### src/rtl/bkm_emode_iter_if.sv
// Handshake/data bundle for the BKM E-mode iteration engine.
// The master drives operands and digits; the slave (engine) returns status and the iterate.
interface bkm_emode_iter_if #(
   parameter int W      = 16,
   parameter int STEP_W = 5
);
   logic                ena;
   logic                start;
   logic signed [W-1:0] x_in;
   logic                d_valid;
   logic [1:0]          d;
   logic                ready;
   logic                busy;
   logic                d_ready;
   logic [STEP_W-1:0]   step;
   logic signed [W-1:0] x_out;
   logic                done;
   logic                ovf;
   logic                dig_err;

   modport master (
      output ena, start, x_in, d_valid, d,
      input  ready, busy, d_ready, step, x_out, done, ovf, dig_err
   );

   modport slave (
      input  ena, start, x_in, d_valid, d,
      output ready, busy, d_ready, step, x_out, done, ovf, dig_err
   );
endinterface

### src/rtl/bkm_emode_iter.sv
// BKM E-mode iteration engine: x(n+1) = x(n) + d(n)*(x(n) >>> n), one accepted digit per step.
// Optional macro BKM_EMODE_SAT_EN: saturate x_out on overflow instead of wrapping modulo 2^W.
module bkm_emode_iter #(
   parameter int W      = 16,
   parameter int N      = 16,
   parameter int STEP_W = 5
) (
   input  logic            clk,
   input  logic            rst,
   bkm_emode_iter_if.slave bus
);

   typedef enum logic [1:0] {S_IDLE, S_RUN, S_DONE} state_t;

   state_t              state_q, state_d;
   logic signed [W-1:0] x_q, x_d;
   logic [STEP_W-1:0]   step_q, step_d;
   logic                done_q, done_d;
   logic                ovf_q, ovf_d;
   logic                dig_err_q, dig_err_d;
   logic                ready_q, ready_d;
   logic                busy_q, busy_d;

   logic signed [W-1:0] shift_t;
   logic signed [W:0]   r_full;
   logic signed [W-1:0] r_res;
   logic                r_ovf;
   logic                last_dig;

   function automatic logic signed [W:0] sext(input logic signed [W-1:0] a);
      return {a[W-1], a};
   endfunction

   // Same (+/-a) + (+/-b) primitive as the upstream add_subb stage, one guard bit wide.
   function automatic logic signed [W:0] add_sub(input logic signed [W:0] a,
                                                  input logic signed [W:0] b,
                                                  input logic          neg_a,
                                                  input logic          neg_b);
      logic signed [W:0] oa;
      logic signed [W:0] ob;
      oa = neg_a ? -a : a;
      ob = neg_b ? -b : b;
      return oa + ob;
   endfunction

   function automatic logic out_of_range(input logic signed [W:0] v);
      return v[W] ^ v[W-1];
   endfunction

   function automatic logic signed [W-1:0] resolve(input logic signed [W:0] v);
      logic signed [W-1:0] res;
      res = v[W-1:0];
`ifdef BKM_EMODE_SAT_EN
      if (out_of_range(v)) begin
         res = v[W] ? {1'b1, {(W-1){1'b0}}} : {1'b0, {(W-1){1'b1}}};
      end
`endif
      return res;
   endfunction

   // Arithmetic shift floors toward -inf, so small negative iterates keep contributing -1.
   always_comb begin
      shift_t = x_q >>> step_q;
      case (bus.d)
         2'b01:   r_full = add_sub(sext(x_q), sext(shift_t), 1'b0, 1'b0);
         2'b11:   r_full = add_sub(sext(x_q), sext(shift_t), 1'b0, 1'b1);
         default: r_full = sext(x_q);
      endcase
      r_ovf = out_of_range(r_full);
      r_res = resolve(r_full);
   end

   assign last_dig = (step_q == STEP_W'(N - 1));

   always_comb begin
      state_d   = state_q;
      x_d       = x_q;
      step_d    = step_q;
      done_d    = done_q;
      ovf_d     = ovf_q;
      dig_err_d = dig_err_q;
      if (bus.ena) begin
         case (state_q)
            S_IDLE: begin
               // A digit presented alongside start is deliberately not consumed.
               if (bus.start) begin
                  x_d       = bus.x_in;
                  step_d    = '0;
                  ovf_d     = 1'b0;
                  dig_err_d = 1'b0;
                  state_d   = S_RUN;
               end
            end
            S_RUN: begin
               if (bus.d_valid) begin
                  x_d    = r_res;
                  step_d = step_q + STEP_W'(1);
                  if (r_ovf) begin
                     ovf_d = 1'b1;
                  end
                  if (bus.d == 2'b10) begin
                     dig_err_d = 1'b1;
                  end
                  if (last_dig) begin
                     state_d = S_DONE;
                     done_d  = 1'b1;
                  end
               end
            end
            S_DONE: begin
               state_d = S_IDLE;
               done_d  = 1'b0;
            end
            default: begin
               state_d = S_IDLE;
               done_d  = 1'b0;
            end
         endcase
      end
      ready_d = (state_d == S_IDLE);
      busy_d  = (state_d == S_RUN);
   end

   always_ff @(posedge clk or posedge rst) begin
      if (rst) begin
         state_q   <= S_IDLE;
         x_q       <= '0;
         step_q    <= '0;
         done_q    <= 1'b0;
         ovf_q     <= 1'b0;
         dig_err_q <= 1'b0;
         ready_q   <= 1'b1;
         busy_q    <= 1'b0;
      end else begin
         state_q   <= state_d;
         x_q       <= x_d;
         step_q    <= step_d;
         done_q    <= done_d;
         ovf_q     <= ovf_d;
         dig_err_q <= dig_err_d;
         ready_q   <= ready_d;
         busy_q    <= busy_d;
      end
   end

   assign bus.ready   = ready_q;
   assign bus.busy    = busy_q;
   assign bus.d_ready = busy_q;
   assign bus.step    = step_q;
   assign bus.x_out   = x_q;
   assign bus.done    = done_q;
   assign bus.ovf     = ovf_q;
   assign bus.dig_err = dig_err_q;

endmodule

### src/flat_wrapper.sv
// flat-port wrapper written by rule: the top's interface ports become plain ports
module bkm_emode_iter_flat 
#(
   parameter int W      = 16,
   parameter int N      = 16,
   parameter int STEP_W = 5
)
  (clk, rst, bus_ena, bus_start, bus_x_in, bus_d_valid, bus_d, bus_ready, bus_busy, bus_d_ready, bus_step, bus_x_out, bus_done, bus_ovf, bus_dig_err);
  bkm_emode_iter_if #(.W(W), .STEP_W(STEP_W)) bus_i ();
  input  logic clk;
  input  logic rst;
  input wire logic [$bits(bus_i.ena)-1:0] bus_ena;
  input wire logic [$bits(bus_i.start)-1:0] bus_start;
  input wire logic [$bits(bus_i.x_in)-1:0] bus_x_in;
  input wire logic [$bits(bus_i.d_valid)-1:0] bus_d_valid;
  input wire logic [$bits(bus_i.d)-1:0] bus_d;
  output wire logic [$bits(bus_i.ready)-1:0] bus_ready;
  output wire logic [$bits(bus_i.busy)-1:0] bus_busy;
  output wire logic [$bits(bus_i.d_ready)-1:0] bus_d_ready;
  output wire logic [$bits(bus_i.step)-1:0] bus_step;
  output wire logic [$bits(bus_i.x_out)-1:0] bus_x_out;
  output wire logic [$bits(bus_i.done)-1:0] bus_done;
  output wire logic [$bits(bus_i.ovf)-1:0] bus_ovf;
  output wire logic [$bits(bus_i.dig_err)-1:0] bus_dig_err;
  assign bus_i.ena = bus_ena;
  assign bus_i.start = bus_start;
  assign bus_i.x_in = bus_x_in;
  assign bus_i.d_valid = bus_d_valid;
  assign bus_i.d = bus_d;
  assign bus_ready = bus_i.ready;
  assign bus_busy = bus_i.busy;
  assign bus_d_ready = bus_i.d_ready;
  assign bus_step = bus_i.step;
  assign bus_x_out = bus_i.x_out;
  assign bus_done = bus_i.done;
  assign bus_ovf = bus_i.ovf;
  assign bus_dig_err = bus_i.dig_err;
  bkm_emode_iter #(.W(W), .N(N), .STEP_W(STEP_W)) u_core (.clk(clk), .rst(rst), .bus(bus_i));
endmodule
### config.mk
export PLATFORM = sky130hd
export DESIGN_NAME = bkm_emode_iter_flat
export DESIGN_NICKNAME = d
export VERILOG_FILES = /design/src/rtl/bkm_emode_iter_if.sv /design/src/rtl/bkm_emode_iter.sv /design/src/flat_wrapper.sv
export SDC_FILE = /design/constraint.sdc
export NUM_CORES = 1
export LEC_CHECK = 0
export ABC_AREA = 1
export BUFFER_PORTS_ARGS = -buffer_cell sky130_fd_sc_hd__buf_4
export CORE_ASPECT_RATIO = 0.6
export CORE_MARGIN = 5
export CORE_UTILIZATION = 45
export CTS_CLUSTER_SIZE = 14
export DETAILED_ROUTE_END_ITERATION = 8
export PLACE_DENSITY = 0.65
export SKIP_LAST_GASP = 1
export SLEW_MARGIN = 10
export SYNTH_ARGS = -nofsm -noshare
export SYNTH_HDL_FRONTEND = slang
export SYNTH_SLANG_ARGS = --single-unit
export TNS_END_PERCENT = 50
### constraint.sdc
create_clock -name clk -period 6.7 [get_ports clk]
set_input_delay 0.67 -clock clk [delete_from_list [all_inputs] [get_ports clk]]
set_output_delay 0.67 -clock clk [all_outputs]
set_load 0.005 [all_outputs]
# After elaboration in Yosys (flattened, before gate mapping)
# Cells that the tools add are included.
# word_totals
input_bits,23
reg_bits,28
# op_classes
bitwise_logic,2
n_addsub,4
shift,1
eq_ne,12
mux,22
reduce_logical,8
# op_table
op,n
case mux 17 bit (2 select lines),1
2-to-1 mux 16 bit,2
case mux 16 bit (2 select lines),1
adder 16 x 16 -> 17 bit,1
adder 16 x 17 -> 17 bit,1
negation 16 -> 17 bit,1
>>> shifter 16 x 5 -> 16 bit,1
AND reduction 5 bit,3
2-to-1 mux 5 bit,2
case mux 5 bit (2 select lines),1
2-to-1 mux 2 bit,4
AND reduction 4 bit,2
2-to-1 mux 1 bit,7
equality test 2 x 1 -> 1 bit (second input constant),3
inequality test 2 x 1 -> 1 bit (second input constant),3
case mux 1 bit (2 select lines),3
adder 5 x 1 -> 5 bit (second input constant),1
equality test 5 x 4 -> 1 bit (second input constant),1
equality test 2 bit (second input constant),2
logical NOT 2 bit,2
inequality test 2 bit (second input constant),2
case mux 2 bit (2 select lines),1
inequality test 3 bit (second input constant),1
nonzero test 2 bit,1
other kinds (2),2

# Logic depth before layout (Yosys ltp)
# depth
depth_word,8
depth_mapped,32
ltp_nobuf,31

# Least setup slack after synthesis
# OpenSTA, ideal clock, no wires.
# synth_path
kind,flip-flop to flip-flop
from,"register u_core.step_q[0], in the netlist u_core.bus.step[0]"
to,"register u_core.x_q[14], in the netlist u_core.bus.x_out[14]"
path_stages_with_launch,26
synth_period_minus_slack_ns,3.750
path_buffers,2
path_slack_ns,2.950
arrival_time_ns,3.668
cell_sequence,dfrtp_1 > buf_6 > inv_4 > buf_6 > nand2_1 > nand2_1 > nand2_1 > o21ai_0 > nor2_1 > a211oi_1 > a21oi_2 > ha_1 > or2_2 > o21ai_0 > inv_1 > fa_1 > inv_1 > a31oi_1 > o21ai_0 > nand3_1 > nor2_1 > nor2_1 > o21ai_0 > xor2_1 > nand2_1 > a31oi_1
# synth_between
elab_chain_cells,6
word_cells_on_any_way,7
classes_between,add/sub (3); shift (1); mux (3)
# synth_rtl
element,line_no,source
start: declaration,bkm_emode_iter.sv:17,"logic [STEP_W-1:0] step_q, step_d;"
start signal: assignment,bkm_emode_iter.sv:137,step_q <= step_d;
>>> shifter 16 x 5 -> 16 bit *,bkm_emode_iter.sv:63,shift_t = x_q >>> step_q;
negation 16 -> 17 bit,--,
adder 16 x 17 -> 17 bit,bkm_emode_iter.sv:43,return oa + ob;
case mux 17 bit (2 select lines) *,bkm_emode_iter.sv:64,case (bus.d)
2-to-1 mux 16 bit *,bkm_emode_iter.sv:95,if (bus.d_valid) begin
case mux 16 bit (2 select lines) *,bkm_emode_iter.sv:83,case (state_q)
end signal: assignment,bkm_emode_iter.sv:127,x_q <= '0;
end signal: assignment,bkm_emode_iter.sv:136,x_q <= x_d;
end: declaration,bkm_emode_iter.sv:16,"logic signed [W-1:0] x_q, x_d;"
# Mark *: on every way between the ends. The rest lies on a longest branch, timed or not. The select of a mux whose other input is x is not followed.
# A chain may end at the register's enable or synchronous reset.

# Final worst setup path
# Same ends and word-level chain as after synthesis.

==> results.ini <==
[outcome]
status=finished clean

[floorplan]
fp.dieW_um=118.3
start_util_pct=46.81
core_area_um2=6763
design.die.area_um2=8867
fp.dieH_um=74.97
rows=23
io-pin-count=50

[critical_path]
max_stage_delay_ns=0.80
r2r_start=u_core.bus.step[0]$_DFFE_PP0P_
cp_max_fo=21
crit_type=reg2reg
crit_arrival_ns=4.82
cp-start-kind=flip-flop
crit_top_cell=nand2_1
startpoint=u_core.bus.step[0]$_DFFE_PP0P_
crit_chain=inv_4 > nand2_1 > nand3_1 > nand3_1 > o21ai_1 > nand2_1 > nand2_1 > a21oi_2 > ha_1 > or2_2 > o21ai_0 > inv_1 > fa_1 > inv_1 > a31oi_1 > o21ai_0 > nand3_1 > nor2_1 > nor2_1 > o21ai_0 > xor2_1 > nand2_1 > a31oi_1
slowest_stage=dfrtp_1
required_ns=6.89
critPathCaptureType=flip-flop

[finish]
areaGrowthSynthToFinish_pct=14.90
regArea_um2=701.9
drive_gt1_share_pct=15.30
postLayoutCellArea_um2=3637
fin_nets=593
multiInputGateArea_um2=2175
fillers=702
diodes=0

[clock_tree]
cts.htree.levels=1
cts_root_buf=clkbuf_16
cts_num_sinks=28
post_cts_buffers=0
path_clk_slew_ns=0.08
cts_resized=0
cts_buffers=3
cts_max_path_buffers=2
cts_tree=built
clk_latency_ns=0.27
cts_hold_buf=0

[logic_synthesis]
synth_edf_count=0
synth_cell_types=36
async_reset_ff_share_pct=100.0
synth_area_leaders=dfrtp_1 (21%), nand2_1 (19%), nand3_1 (8.2%)
ys.flop_type=dfrtp_1
seq_area_frac_synth_pct=22.17
yosysWarningCount=0
syn_inst=511
synth_top_area_share_pct=21.34
synthTopCellsByCount=nand2_1 (157), nand3_1 (52), nor2_1 (48), inv_1 (45)
synth_area_leader_cell=dfrtp_1
ys_seq_elements=28
synth.most_common_cell=nand2_1
syn_avg_cell_area_um2=6.195
syn_area_um2=3166
syn_nets=554

[detailed_routing]
dr_total_vias=3499
drc_errors=0
firstDrtPassIters=5
via_per_inst=5.502
drt_wl_total_um=9922
drtIter0Drc=426
wl_per_cell_um=15.60
drt.antenna.violating_nets=0

[grt]
antenna_found_initial=0
grt_pass1_wl_um=15810
grt_pass1_vias=3031
grt_max_degree=31
track_usage_pct=22.35
overflow=0

[sta]
relSlewSlack_pct=51.43
setup_tns_ns=0
finalSetupViolations=0
rsz0062_at_grt=false
period_needed_ns=4.627
hold_viol=0
period_share_pct=69.06
tightestPinTransition_ns=0.7246
finalClockSkew_ns=0.008220
drv_slew=0
fmax_ghz=0.2161

[placement]
dp_hpwl_um=7693
numPortBuffers=49
placed_cell_area_um2=3558
gp_congestion=0.9280

[job]
cap_violations=0

[hold_path]
hold_path.class=in2async

final timing paths:
kind | endpoint | slack, ns | cells after the start
worst min-delay path | u_core.bus.x_out[13]$_DFFE_PP0P_ | 0.49 | 3
worst max-delay path | u_core.bus.x_out[14]$_DFFE_PP0P_ | 2.07 | 23
worst max register to register | u_core.bus.x_out[14]$_DFFE_PP0P_ | 2.07 | 23
min in group clk | u_core.bus.dig_err$_DFFE_PP0P_ | 0.53 | 2
max in group asynchronous | u_core.bus.ready$_DFF_PP1_ | 5.88 | 3
worst min register to register | u_core.bus.dig_err$_DFFE_PP0P_ | 0.53 | 2
cell type report:
class | instances | share of cell area [%]
Clock buffer | 4 | 2.167
Inverter | 48 | 5.022
Multi-Input combinational cell | 417 | 59.79
Sequential cell | 28 | 19.30
Tap cell | 87 | 2.993
Timing Repair Buffer | 52 | 10.73
routing by layer:
metal	share of wire (%)	track usage, %	wire [µm]
met1	52	35.74	5192
met2	39	32.40	3889
met3	7.7	2.778	764
met4	0.76	3.435	75
met5	0	0	0
kinds of logic (layout without fill, tap and decap cells):
logic type / Yosys count / count (layout) / share of synthesized area [%]
xor+xnor: 16 / 16 / 4.427
simple gates: 289 / 289 / 39.60
fa+ha+maj: 20 / 20 / 8.142
flops: 28 / 28 / 22.17
buf+inv: 66 / 104 / 9.249
compound gates: 92 / 92 / 16.40
stage by stage:
stage                     util (%)  instances  worst slack [ns]  hold slack (ns)
after detailed placement     52.62        632             2.155           0.5149
final                        53.78        636             2.073           0.4877
after global routing         53.78        636             1.551           0.5240
after global placement       52.62        632             2.298           0.4920
after floorplan                  -        511             2.950           0.4860
after CTS                    53.78        636             2.133           0.4911
critical path: cells and delay by family (launching register included):
kind	cells	cell delay, ns
adder cells (fa/ha/maj)	2	0.68
XOR/XNOR	1	0.16
AO/OA/AOI/OAI	7	1.32
flip-flops	1	0.80
buffers and inverters	3	0.38
AND/OR/NAND/NOR	10	1.19
cells in the final DEF (no fill, tap or decap), types with 2 or more instances in the layout:
cell,instances
nor2_2,4
nor3_2,2
nand2_2,7
clkbuf_16,3
nand3_1,52
a31oi_1,15
o31ai_1,2
xor2_1,11
nand3_2,6
inv_2,2
or2_2,2
nand4_1,5
inv_1,45
o22ai_1,2
dfrtp_1,27
a21oi_2,3
buf_4,52
o21ai_0,31
a21oi_1,30
o21bai_1,2
ha_1,19
o21ai_1,3
nor2_1,48
nor3_1,5
xnor2_1,5
nand2_1,157
state kept, by name (all words and copies together), names as in the netlist:
signal / flops
u_core.bus.done: 1
u_core.state_q: 2
u_core.bus.busy: 1
u_core.bus.x_out: 16
u_core.bus.step: 5
u_core.bus.dig_err: 1
u_core.bus.ready: 1
u_core.bus.ovf: 1
Power is left out: the tool's default activity adds up to more than one toggle a clock period on the data nets, which glitch-free logic cannot reach.
